[src/rtl/branch_resolve_buffer_pkg.sv]
// Shared types and sizes for the branch resolve buffer: result packets, table entries, b-mask helpers.
// B_MASK_WIDTH may be defined externally to resize the branch stack (default 4 slots).
`ifndef B_MASK_WIDTH
`define B_MASK_WIDTH 4
`endif

package branch_resolve_buffer_pkg;

  localparam int B_MASK_W = `B_MASK_WIDTH;
  localparam int N_BR_FU  = 2;
  localparam int ADDR_W   = 32;
  localparam int CNT_W    = $clog2(B_MASK_W + 1);

  typedef logic [B_MASK_W-1:0] b_mask_t;
  typedef logic [ADDR_W-1:0]   addr_t;

  localparam b_mask_t B_MASK_MASK = '1;

  typedef struct packed {
    b_mask_t b_mm;
    b_mask_t b_mask;
    logic    mispred;
    addr_t   target;
  } br_result_packet_t;

  typedef struct packed {
    logic    valid;
    logic    mispred;
    b_mask_t dep;
    addr_t   target;
  } br_resolve_entry_t;

  function automatic logic [CNT_W-1:0] count_ones(input b_mask_t m);
    logic [CNT_W-1:0] c;
    c = '0;
    for (int i = 0; i < B_MASK_W; i++) begin
      c = c + CNT_W'(m[i]);
    end
    return c;
  endfunction

endpackage

[src/rtl/branch_resolve_buffer_if.sv]
// Branch-unit results into the resolve buffer and the single per-cycle resolution out of it.
// slave = the buffer itself; master = the FU / branch-stack side.
interface branch_resolve_buffer_if;
  import branch_resolve_buffer_pkg::*;

  logic              [N_BR_FU-1:0] br_valid;
  br_result_packet_t [N_BR_FU-1:0] br_res;
  b_mask_t                         b_mm_resolve;
  logic                            b_mm_mispred;
  addr_t                           resolve_target;
  logic              [CNT_W-1:0]   pending_cnt;

  modport master (
    output br_valid, br_res,
    input  b_mm_resolve, b_mm_mispred, resolve_target, pending_cnt
  );

  modport slave (
    input  br_valid, br_res,
    output b_mm_resolve, b_mm_mispred, resolve_target, pending_cnt
  );
endinterface

[src/rtl/br_resolve_select.sv]
// Combinational picker: oldest ready mispredict first, otherwise lowest-index valid entry.
// Zero latency; one-hot grant, all-zero when nothing is valid.
module br_resolve_select
  import branch_resolve_buffer_pkg::*;
(
  input  b_mask_t                valid_i,
  input  b_mask_t                mispred_i,
  input  b_mask_t [B_MASK_W-1:0] dep_i,
  output b_mask_t                grant_o,
  output logic                   mispred_o
);
  b_mask_t vm;
  b_mask_t ready_mp;
  b_mask_t cand;

  always_comb begin
    vm       = valid_i & mispred_i;
    ready_mp = '0;
    // A mispredict is ready once no older branch it depends on is itself a pending mispredict.
    for (int e = 0; e < B_MASK_W; e++) begin
      ready_mp[e] = vm[e] && ((dep_i[e] & vm) == '0);
    end
    cand      = (ready_mp != '0) ? ready_mp : valid_i;
    grant_o   = cand & (~cand + b_mask_t'(1));
    mispred_o = |(grant_o & vm);
  end
endmodule

[src/rtl/branch_resolve_buffer.sv]
// Collects branch outcomes per b-mask slot and emits one resolution per cycle (latency 1, or 0 with
// BR_RESOLVE_BYPASS_EN on an empty table); no backpressure, capacity equals the number of stack slots.
module branch_resolve_buffer
  import branch_resolve_buffer_pkg::*;
(
  input logic                    clock,
  input logic                    reset,
  branch_resolve_buffer_if.slave br_io
);
  br_resolve_entry_t [B_MASK_W-1:0] tab_q;
  br_resolve_entry_t [B_MASK_W-1:0] tab_d;
  br_resolve_entry_t [B_MASK_W-1:0] in_tab;
  br_resolve_entry_t [B_MASK_W-1:0] sel_tab;
  b_mask_t                          valid_bits;
  b_mask_t                          sel_valid;
  b_mask_t                          sel_mp;
  b_mask_t [B_MASK_W-1:0]           sel_dep;
  b_mask_t                          grant;
  b_mask_t                          clr_mask;
  logic                             grant_mp;
  logic                             byp;
  addr_t                            tgt;

  always_comb begin
    in_tab = '0;
    for (int f = 0; f < N_BR_FU; f++) begin
      for (int e = 0; e < B_MASK_W; e++) begin
        if (br_io.br_valid[f] && br_io.br_res[f].b_mm[e]) begin
          in_tab[e].valid   = 1'b1;
          in_tab[e].mispred = br_io.br_res[f].mispred;
          in_tab[e].dep     = br_io.br_res[f].b_mask;
          in_tab[e].target  = br_io.br_res[f].target;
        end
      end
    end
  end

  always_comb begin
    valid_bits = '0;
    for (int e = 0; e < B_MASK_W; e++) begin
      valid_bits[e] = tab_q[e].valid;
    end
  end

`ifdef BR_RESOLVE_BYPASS_EN
  // Reset gates the bypass so outputs stay zero while reset is held.
  assign byp = reset && (valid_bits == '0) && (|br_io.br_valid);
`else
  assign byp = 1'b0;
`endif

  always_comb begin
    sel_tab   = byp ? in_tab : tab_q;
    sel_valid = '0;
    sel_mp    = '0;
    sel_dep   = '0;
    for (int e = 0; e < B_MASK_W; e++) begin
      sel_valid[e] = sel_tab[e].valid;
      sel_mp[e]    = sel_tab[e].mispred;
      sel_dep[e]   = sel_tab[e].dep;
    end
  end

  br_resolve_select u_select (
    .valid_i   (sel_valid),
    .mispred_i (sel_mp),
    .dep_i     (sel_dep),
    .grant_o   (grant),
    .mispred_o (grant_mp)
  );

  assign clr_mask = grant_mp ? B_MASK_MASK : (B_MASK_MASK ^ grant);

  always_comb begin
    tab_d = tab_q;
    for (int e = 0; e < B_MASK_W; e++) begin
      tab_d[e].dep = tab_q[e].dep & clr_mask;
      if (grant[e] || (grant_mp && ((tab_q[e].dep & grant) != '0))) begin
        tab_d[e].valid = 1'b0;
      end
    end
    // Incoming results land after the release, so a refill of the emitted slot wins.
    for (int e = 0; e < B_MASK_W; e++) begin
      if (in_tab[e].valid && !(byp && grant[e]) &&
          !(grant_mp && ((in_tab[e].dep & grant) != '0))) begin
        tab_d[e]     = in_tab[e];
        tab_d[e].dep = in_tab[e].dep & clr_mask;
      end
    end
  end

  always_ff @(posedge clock or negedge reset) begin
    if (!reset) begin
      tab_q <= '0;
    end else begin
      tab_q <= tab_d;
    end
  end

  always_comb begin
    tgt = '0;
    for (int e = 0; e < B_MASK_W; e++) begin
      if (grant[e]) tgt = sel_tab[e].target;
    end
  end

  assign br_io.b_mm_resolve   = grant;
  assign br_io.b_mm_mispred   = grant_mp;
  assign br_io.resolve_target = tgt;
  assign br_io.pending_cnt    = count_ones(valid_bits);

  always_ff @(posedge clock) begin
    if (reset) begin
      for (int f = 0; f < N_BR_FU; f++) begin
        if (br_io.br_valid[f]) assert ($onehot(br_io.br_res[f].b_mm));
      end
      assert (!(&br_io.br_valid && (br_io.br_res[0].b_mm == br_io.br_res[1].b_mm)));
      for (int e = 0; e < B_MASK_W; e++) begin
        assert (!(in_tab[e].valid && tab_q[e].valid && !grant[e]));
      end
    end
  end
endmodule

[src/flat_wrapper.sv]
// flat-port wrapper written by rule: the top's interface ports become plain ports
module branch_resolve_buffer_flat import branch_resolve_buffer_pkg::*;
  (clock, reset, br_io_br_valid, br_io_br_res, br_io_b_mm_resolve, br_io_b_mm_mispred, br_io_resolve_target, br_io_pending_cnt);
  branch_resolve_buffer_if br_io_i ();
  input logic clock;
  input logic reset;
  input wire logic [$bits(br_io_i.br_valid)-1:0] br_io_br_valid;
  input wire logic [$bits(br_io_i.br_res)-1:0] br_io_br_res;
  output wire logic [$bits(br_io_i.b_mm_resolve)-1:0] br_io_b_mm_resolve;
  output wire logic [$bits(br_io_i.b_mm_mispred)-1:0] br_io_b_mm_mispred;
  output wire logic [$bits(br_io_i.resolve_target)-1:0] br_io_resolve_target;
  output wire logic [$bits(br_io_i.pending_cnt)-1:0] br_io_pending_cnt;
  assign br_io_i.br_valid = br_io_br_valid;
  assign br_io_i.br_res = br_io_br_res;
  assign br_io_b_mm_resolve = br_io_i.b_mm_resolve;
  assign br_io_b_mm_mispred = br_io_i.b_mm_mispred;
  assign br_io_resolve_target = br_io_i.resolve_target;
  assign br_io_pending_cnt = br_io_i.pending_cnt;
  branch_resolve_buffer u_core (.clock(clock), .reset(reset), .br_io(br_io_i));
endmodule
[config.mk]
export PLATFORM = sky130hd
export DESIGN_NAME = branch_resolve_buffer_flat
export DESIGN_NICKNAME = d
export VERILOG_FILES = /design/src/rtl/branch_resolve_buffer_pkg.sv /design/src/rtl/branch_resolve_buffer_if.sv /design/src/rtl/br_resolve_select.sv /design/src/rtl/branch_resolve_buffer.sv /design/src/flat_wrapper.sv
export SDC_FILE = /design/constraint.sdc
export NUM_CORES = 1
export LEC_CHECK = 0
export ABC_AREA = 1
export CAP_MARGIN = 20
export CORE_MARGIN = 5
export CORE_UTILIZATION = 56
export CTS_CLUSTER_SIZE = 24
export DETAILED_ROUTE_END_ITERATION = 7
export PLACE_DENSITY = 0.86
export SETUP_SLACK_MARGIN = 0.4
export SLEW_MARGIN = 40
export SYNTH_ARGS = -nofsm -noshare
export SYNTH_HDL_FRONTEND = slang
export SYNTH_SLANG_ARGS = --single-unit
[constraint.sdc]
create_clock -name clock -period 3.7 [get_ports clock]
set_clock_uncertainty 0.15 [all_clocks]
set_input_delay 0.925 -clock clock [delete_from_list [all_inputs] [get_ports clock]]
set_output_delay 0.925 -clock clock [all_outputs]
set_load 0.01 [all_outputs]
# Word level (Yosys, flattened, before mapping)
# Cells that the tools add are included.
dict set report totals {
  mem_bits_rw 0
  mem_bits_ro 0
  memories 0
  reg_bits 152
  wordCells 117
  in_bits 86
  latchBits 0
  output_inout_bits 40
}
dict set report op_classes {
  addsub 4
  n_mul 0
  n_reduce_logical 50
  div_mod_pow 0
  order_cmp 0
  muxes 22
  n_bitwise 25
  eq_ne 0
  shift 0
}
# cell count
set op_table {}
lappend op_table {{$mux W38} 12}
lappend op_table {{$mux W32} 4}
lappend op_table {{$and A4 B4 Y4} 23}
lappend op_table {{$reduce_bool A4 Y1} 9}
lappend op_table {{$logic_and A1 B1 Y1} 24}
lappend op_table {{$logic_not A4 Y1} 4}
lappend op_table {{$mux W4} 2}
lappend op_table {{$not A4 Y4} 2}
lappend op_table {{$reduce_bool A2 Y1} 4}
lappend op_table {{$add A3 B1 Y3} 2}
lappend op_table {{$add A4 B1 Y4 const B} 1}
lappend op_table {{$logic_not A1 Y1} 4}
lappend op_table {{$logic_or A1 B1 Y1} 4}
lappend op_table {{$mux W1} 4}
lappend op_table {{$reduce_or A4 Y1} 1}
lappend op_table {{$add A1 B1 Y2} 1}

# Logic depth before layout (Yosys ltp)
dict set report logic_depth {
  ltp_word 15
  mapped_depth 19
  depth_no_buf 16
}

# Hierarchy
# A second synthesis with hierarchy kept.
dict set report hier_totals {
  hier_cells 1269
  area_unflattened_um2 8816.0
}
# module area_each_um2 cells_per_inst seq_area_each_um2 n_inst
set by_module_without_submodules {}
lappend by_module_without_submodules {branch_resolve_buffer 8504.4 1206 3803.6 1}
lappend by_module_without_submodules {br_resolve_select 311.5 63 0.0 1}

# Worst setup path after synthesis
# Ideal clock, no wire load.
dict set report synth_timing {
  path_kind {register -> output}
  start {register u_core.tab_q, in the netlist u_core.sel_tab[113]}
  end {output port br_io_resolve_target[22]}
  n_path_buf 1
  arrival_ps 2009
  path_slack_ps 616
  t_required_ps 2625
  stages_incl_launch_ff 14
  cell_sequence {dfrtp_1 nand2_1 nor2_1 nand2_1 nor2_1 nor2_2 nand3_1 nand2_2 a21oi_4 nand2_1 clkinv_1 clkbuf_1 nand2_1 nand4_1}
}
dict set report synth_between {
  word_cells_on_any_way 22
}
# item line
set synth_lines {}
lappend synth_lines {{start, declared} branch_resolve_buffer.sv:10} ;# br_resolve_entry_t [B_MASK_W-1:0] tab_q;
lappend synth_lines {{start signal, assigned} branch_resolve_buffer.sv:96} ;# tab_q <= tab_d;
lappend synth_lines {{$and A4 B4 Y4} br_resolve_select.sv:17} ;# vm = valid_i & mispred_i;
lappend synth_lines {{$and A4 B4 Y4} br_resolve_select.sv:21} ;# ready_mp[e] = vm[e] && ((dep_i[e] & vm) == '0);
lappend synth_lines {{$logic_not A4 Y1} br_resolve_select.sv:21}
lappend synth_lines {{$logic_and A1 B1 Y1} br_resolve_select.sv:21}
lappend synth_lines {{$reduce_bool A4 Y1} br_resolve_select.sv:23} ;# cand = (ready_mp != '0) ? ready_mp : valid_i;
lappend synth_lines {{$mux W4 (*)} br_resolve_select.sv:23}
lappend synth_lines {{$not A4 Y4} br_resolve_select.sv:24} ;# grant_o = cand & (~cand + b_mask_t'(1));
lappend synth_lines {{$add A4 B1 Y4} br_resolve_select.sv:24}
lappend synth_lines {{$and A4 B4 Y4 (*)} br_resolve_select.sv:24}
lappend synth_lines {{via br_io_b_mm_resolve[3]} flat_wrapper.sv:9} ;# output wire logic [$bits(br_io_i.b_mm_resolve)-1:0] br_io_b_mm_resolve;
lappend synth_lines {{$mux W32 (*)} branch_resolve_buffer.sv:103} ;# if (grant[e]) tgt = sel_tab[e].target;
lappend synth_lines {{end, declared} flat_wrapper.sv:11} ;# output wire logic [$bits(br_io_i.resolve_target)-1:0] br_io_resolve_target;
# Mark *: on every way through the listed nets, which the timed path passes. The rest lies on a longest branch.

# Worst setup path in the final report
dict set report layout_timing {
  start {register u_core.tab_q, in the netlist u_core.sel_mp[2]}
  end {output port br_io_resolve_target[10]}
}
dict set report layout_between {
  elab_chain_cells 13
  word_cells_on_any_way 22
}
# item line
set layout_lines {}
lappend layout_lines {{$and A4 B4 Y4 (*)} br_resolve_select.sv:17}
lappend layout_lines {{$and A4 B4 Y4} br_resolve_select.sv:21}
lappend layout_lines {{$logic_not A4 Y1} br_resolve_select.sv:21}
lappend layout_lines {{$logic_and A1 B1 Y1} br_resolve_select.sv:21}
lappend layout_lines {{$reduce_bool A4 Y1} br_resolve_select.sv:23}
lappend layout_lines {{$mux W4 (*)} br_resolve_select.sv:23}
lappend layout_lines {{$not A4 Y4} br_resolve_select.sv:24}
lappend layout_lines {{$add A4 B1 Y4} br_resolve_select.sv:24}
lappend layout_lines {{$and A4 B4 Y4 (*)} br_resolve_select.sv:24}
lappend layout_lines {{$mux W32 (3 in a row)} branch_resolve_buffer.sv:103}
lappend layout_lines {{$mux W32 (*)} branch_resolve_buffer.sv:103}
# Every way passes the cells marked *; elsewhere a longest branch is shown, timed or not.

==> results.py <==
metrics = {
    "status": {
        "status": "finished clean",
    },
    "sta": {
        "maxSlewViolCount": 0,
        "setup_ws_ns": 0.0501,
        "rsz0062_at_grt": "true",
        "period_minus_slack_ns": 3.65,
        "max_clock_freq_ghz": 0.274,
        "setup_viol": 0,
        "finalHoldViolations": 0,
        "worst-slew-pin-transition_ns": 0.598,
        "fin_crit_sh_pct": 98.6,
        "maxSlewHeadroom_pct": 60.2,
    },
    "cells_and_area": {
        "antenna_cells": 0,
        "fin_util_pct": 75.0,
        "stdcell_count": 1577,
        "drive_gt1_share_pct": 23.5,
        "nets": 1437,
        "n_fill_cell": 1129,
        "areaGrowthSynthToFinish_pct": 32.6,
    },
    "cts": {
        "holdBufCountCts": 0,
        "cts_root_buf": "clkbuf_16",
        "clock-sinks": 152,
        "worstSkewPairLatency_ns": 0.44,
        "cts_made_buffers": 17,
        "clk_pin_slew_ns": 0.06,
        "cts_tree": "built",
        "clock_path_buffers": 2,
        "htreeDepth": 4,
    },
    "synthesis": {
        "synth_top_area_cell": "dfrtp_1",
        "synthTopCellsByArea": "dfrtp_1 (43%), nand2_1 (18%), o21ai_0 (7.0%)",
        "synth_area_um2": 8910,
        "synth_top_cell_area_share_pct": 42.7,
        "synth_nets": 1276,
        "avgSynthCellArea_um2": 7.51,
        "async_flop_share_pct": 100,
        "ys_ff_latch": 152,
        "synth_edf_count": 0,
        "syn_inst": 1187,
        "ys.flop_type": "dfrtp_1",
        "ys_types": 31,
        "yosysSeqAreaShare_pct": 42.7,
        "yosys_warnings": 0,
    },
    "detailed_routing": {
        "totalWireLength_um": 30500,
        "detail_route.wl_per_cell_um": 19.4,
        "num_vias": 9500,
        "drc": 0,
        "viasPerCell": 6.02,
        "drtAntennaViolNets": 0,
        "drtIter0Drc": 1406,
        "first_pass_iters": 8,
    },
    "die": {
        "die_h_um": 136,
        "start_util_pct": 56.5,
        "ios": 126,
        "die_area_um2": 18500,
        "rows": 46,
        "die_w_um": 136,
        "core_um2": 15800,
    },
    "setup_path": {
        "cp-end-kind": "output pin",
        "crit_start": "u_core.sel_mp[2]",
        "r2r_slack_ns": 0.40,
        "path_class": "reg2out",
        "worst_setup_path_start_kind": "register",
        "worst_ep_required_time_ns": 2.62,
        "worstPathArrival_ns": 2.57,
        "critical_path.max_fanout": 8,
        "rr_startpoint": "u_core.sel_mp[2]",
    },
    "global_route": {
        "grt_use_total_pct": 30.6,
        "grt_pass1_wl_um": 44600,
        "gr-total-overflow": 0,
        "grt_max_degree": 68,
        "antenna_found_initial": 0,
        "first_global_vias": 8972,
    },
    "place": {
        "dp_cells": 1498,
        "hpwlAfterDp_um": 17300,
        "place.gp.congestion": 0.982,
        "dp_slack_ns": -0.0287,
        "port_buffers": 125,
    },
    "job": {
        "timing.max_cap.violations": 0,
    },
    "pwr": {
        "ir_worst_vdd_v": 0.000613,
        "p_leak_nw": 5.45,
        "p_per_area_nw_per_um2": 939,
    },
    "min_path": {
        "hold_path_class": "in2async",
    },
}
-- final timing paths --
check	end	cells past startpoint
max in group asynchronous	u_core.sel_dep[7]	2
min in group clock	u_core.sel_tab[57]	2
worst min register to register	u_core.sel_tab[57]	2
worst max-delay path	br_io_resolve_target[10]	14
worst max register to register	u_core.sel_tab[97]	19
worst min-delay path	u_core.sel_tab[121]	1
-- power breakdown --
group          switching (mW)  internal, mW  total (mW)
logic                    3.70          2.81        6.52
clock network           0.724          1.16        1.88
registers               0.465          2.24        2.70
-- cell usage in the layout (no fill, tap or decap), types with 12 or more instances in the layout --
cell	netlist	layout
nand2_1	421	382
dfrtp_1	152	145
o21ai_0	125	125
clkdlybuf4s50_1	0	84
o21ai_1	71	71
inv_1	65	60
nand2_2	28	56
buf_4	2	55
o21ai_2	49	49
nand3_1	50	45
nand4_1	37	37
a22oi_1	37	37
nor2_1	38	32
buf_2	8	32
clkbuf_16	0	25
nand2_4	9	20
a21oi_1	16	16
buf_12	1	13
buf_6	11	12
-- routing by layer --
metal  GRT usage [%]  wire [um]  up-vias
li1                -          -     4257
met1            40.9      11300     4375
met2            48.2      14200      735
met3            5.77       3760      133
met4            14.4       1260        0
met5               0          0        -
-- synth_stat cells, types with 3 or more instances --
cell type / n
nand2_1: 421
dfrtp_1: 152
o21ai_0: 125
o21ai_1: 71
inv_1: 65
nand3_1: 50
o21ai_2: 49
nor2_1: 38
a22oi_1: 37
nand4_1: 37
clkbuf_1: 35
nand2_2: 28
a21oi_1: 16
buf_6: 11
buf_1: 9
nand2_4: 9
buf_2: 8
buf_8: 5
nand3_2: 3
nor2_2: 3
-- flip-flops by register name (all words and copies together), names as in the netlist --
| name | flops |
|---|---|
| u_core.sel_mp | 4 |
| u_core.sel_dep | 16 |
| u_core.sel_tab | 132 |
-- critical path, stage by stage (launching register included) --
cell and delay [ns]:
dfrtp_1 0.45, nand2_2 0.09, nor2_1 0.19, nand2_2 0.10, nor2_4 0.14, nor2_4 0.08
nand3_1 0.14, nand2_2 0.11, a21oi_4 0.17, nand2_4 0.11, clkinv_8 0.11, buf_12 0.16
nand2_2 0.06, nand4_1 0.09, buf_2 0.15
-- area by class of cell --
cell class                 instances  area [um^2]  share of cell area, %
timing repair buffer             215         2180                   18.4
clock buffer                      23          498                   4.21
sequential                       152         3810                   32.2
clock inverter                     9          135                   1.14
multi-input combinational        894         4650                   39.3
inverter                          68          278                   2.35
tap                              216          270                   2.29
-- metrics by stage --
step           power, mW  hold slack [ns]  area [um^2]  setup TNS [ns]
2_1_floorplan       5.41            0.303         8910               0
3_3_place_gp        7.74            0.315        10500               0
3_5_place_dp        7.82            0.319        10500          -0.146
4_1_cts             9.93            0.296        11300               0
5_1_grt             11.6            0.329        11800           -1.14
6_report            11.1            0.290        11800               0
-- cells by family (layout without fill, tap and decap cells) --
logic type,after synthesis,in the layout,synth area share (%)
DFF,152,152,42.7
and+or+nand+nor,591,591,28.7
AOI/OAI and AO/OA,300,300,20.2
adders and majority gates,3,3,0.505
buffers and inverters,141,315,7.90
-- repair_timing --
item	4_1_cts	5_1_grt
resized for setup	184	69
endpoints found under the setup margin	40	107
buffers inserted	23	13
pin swaps	13	23
cloned	3	8
No activity file was read; power rests on OpenSTA's default activity.
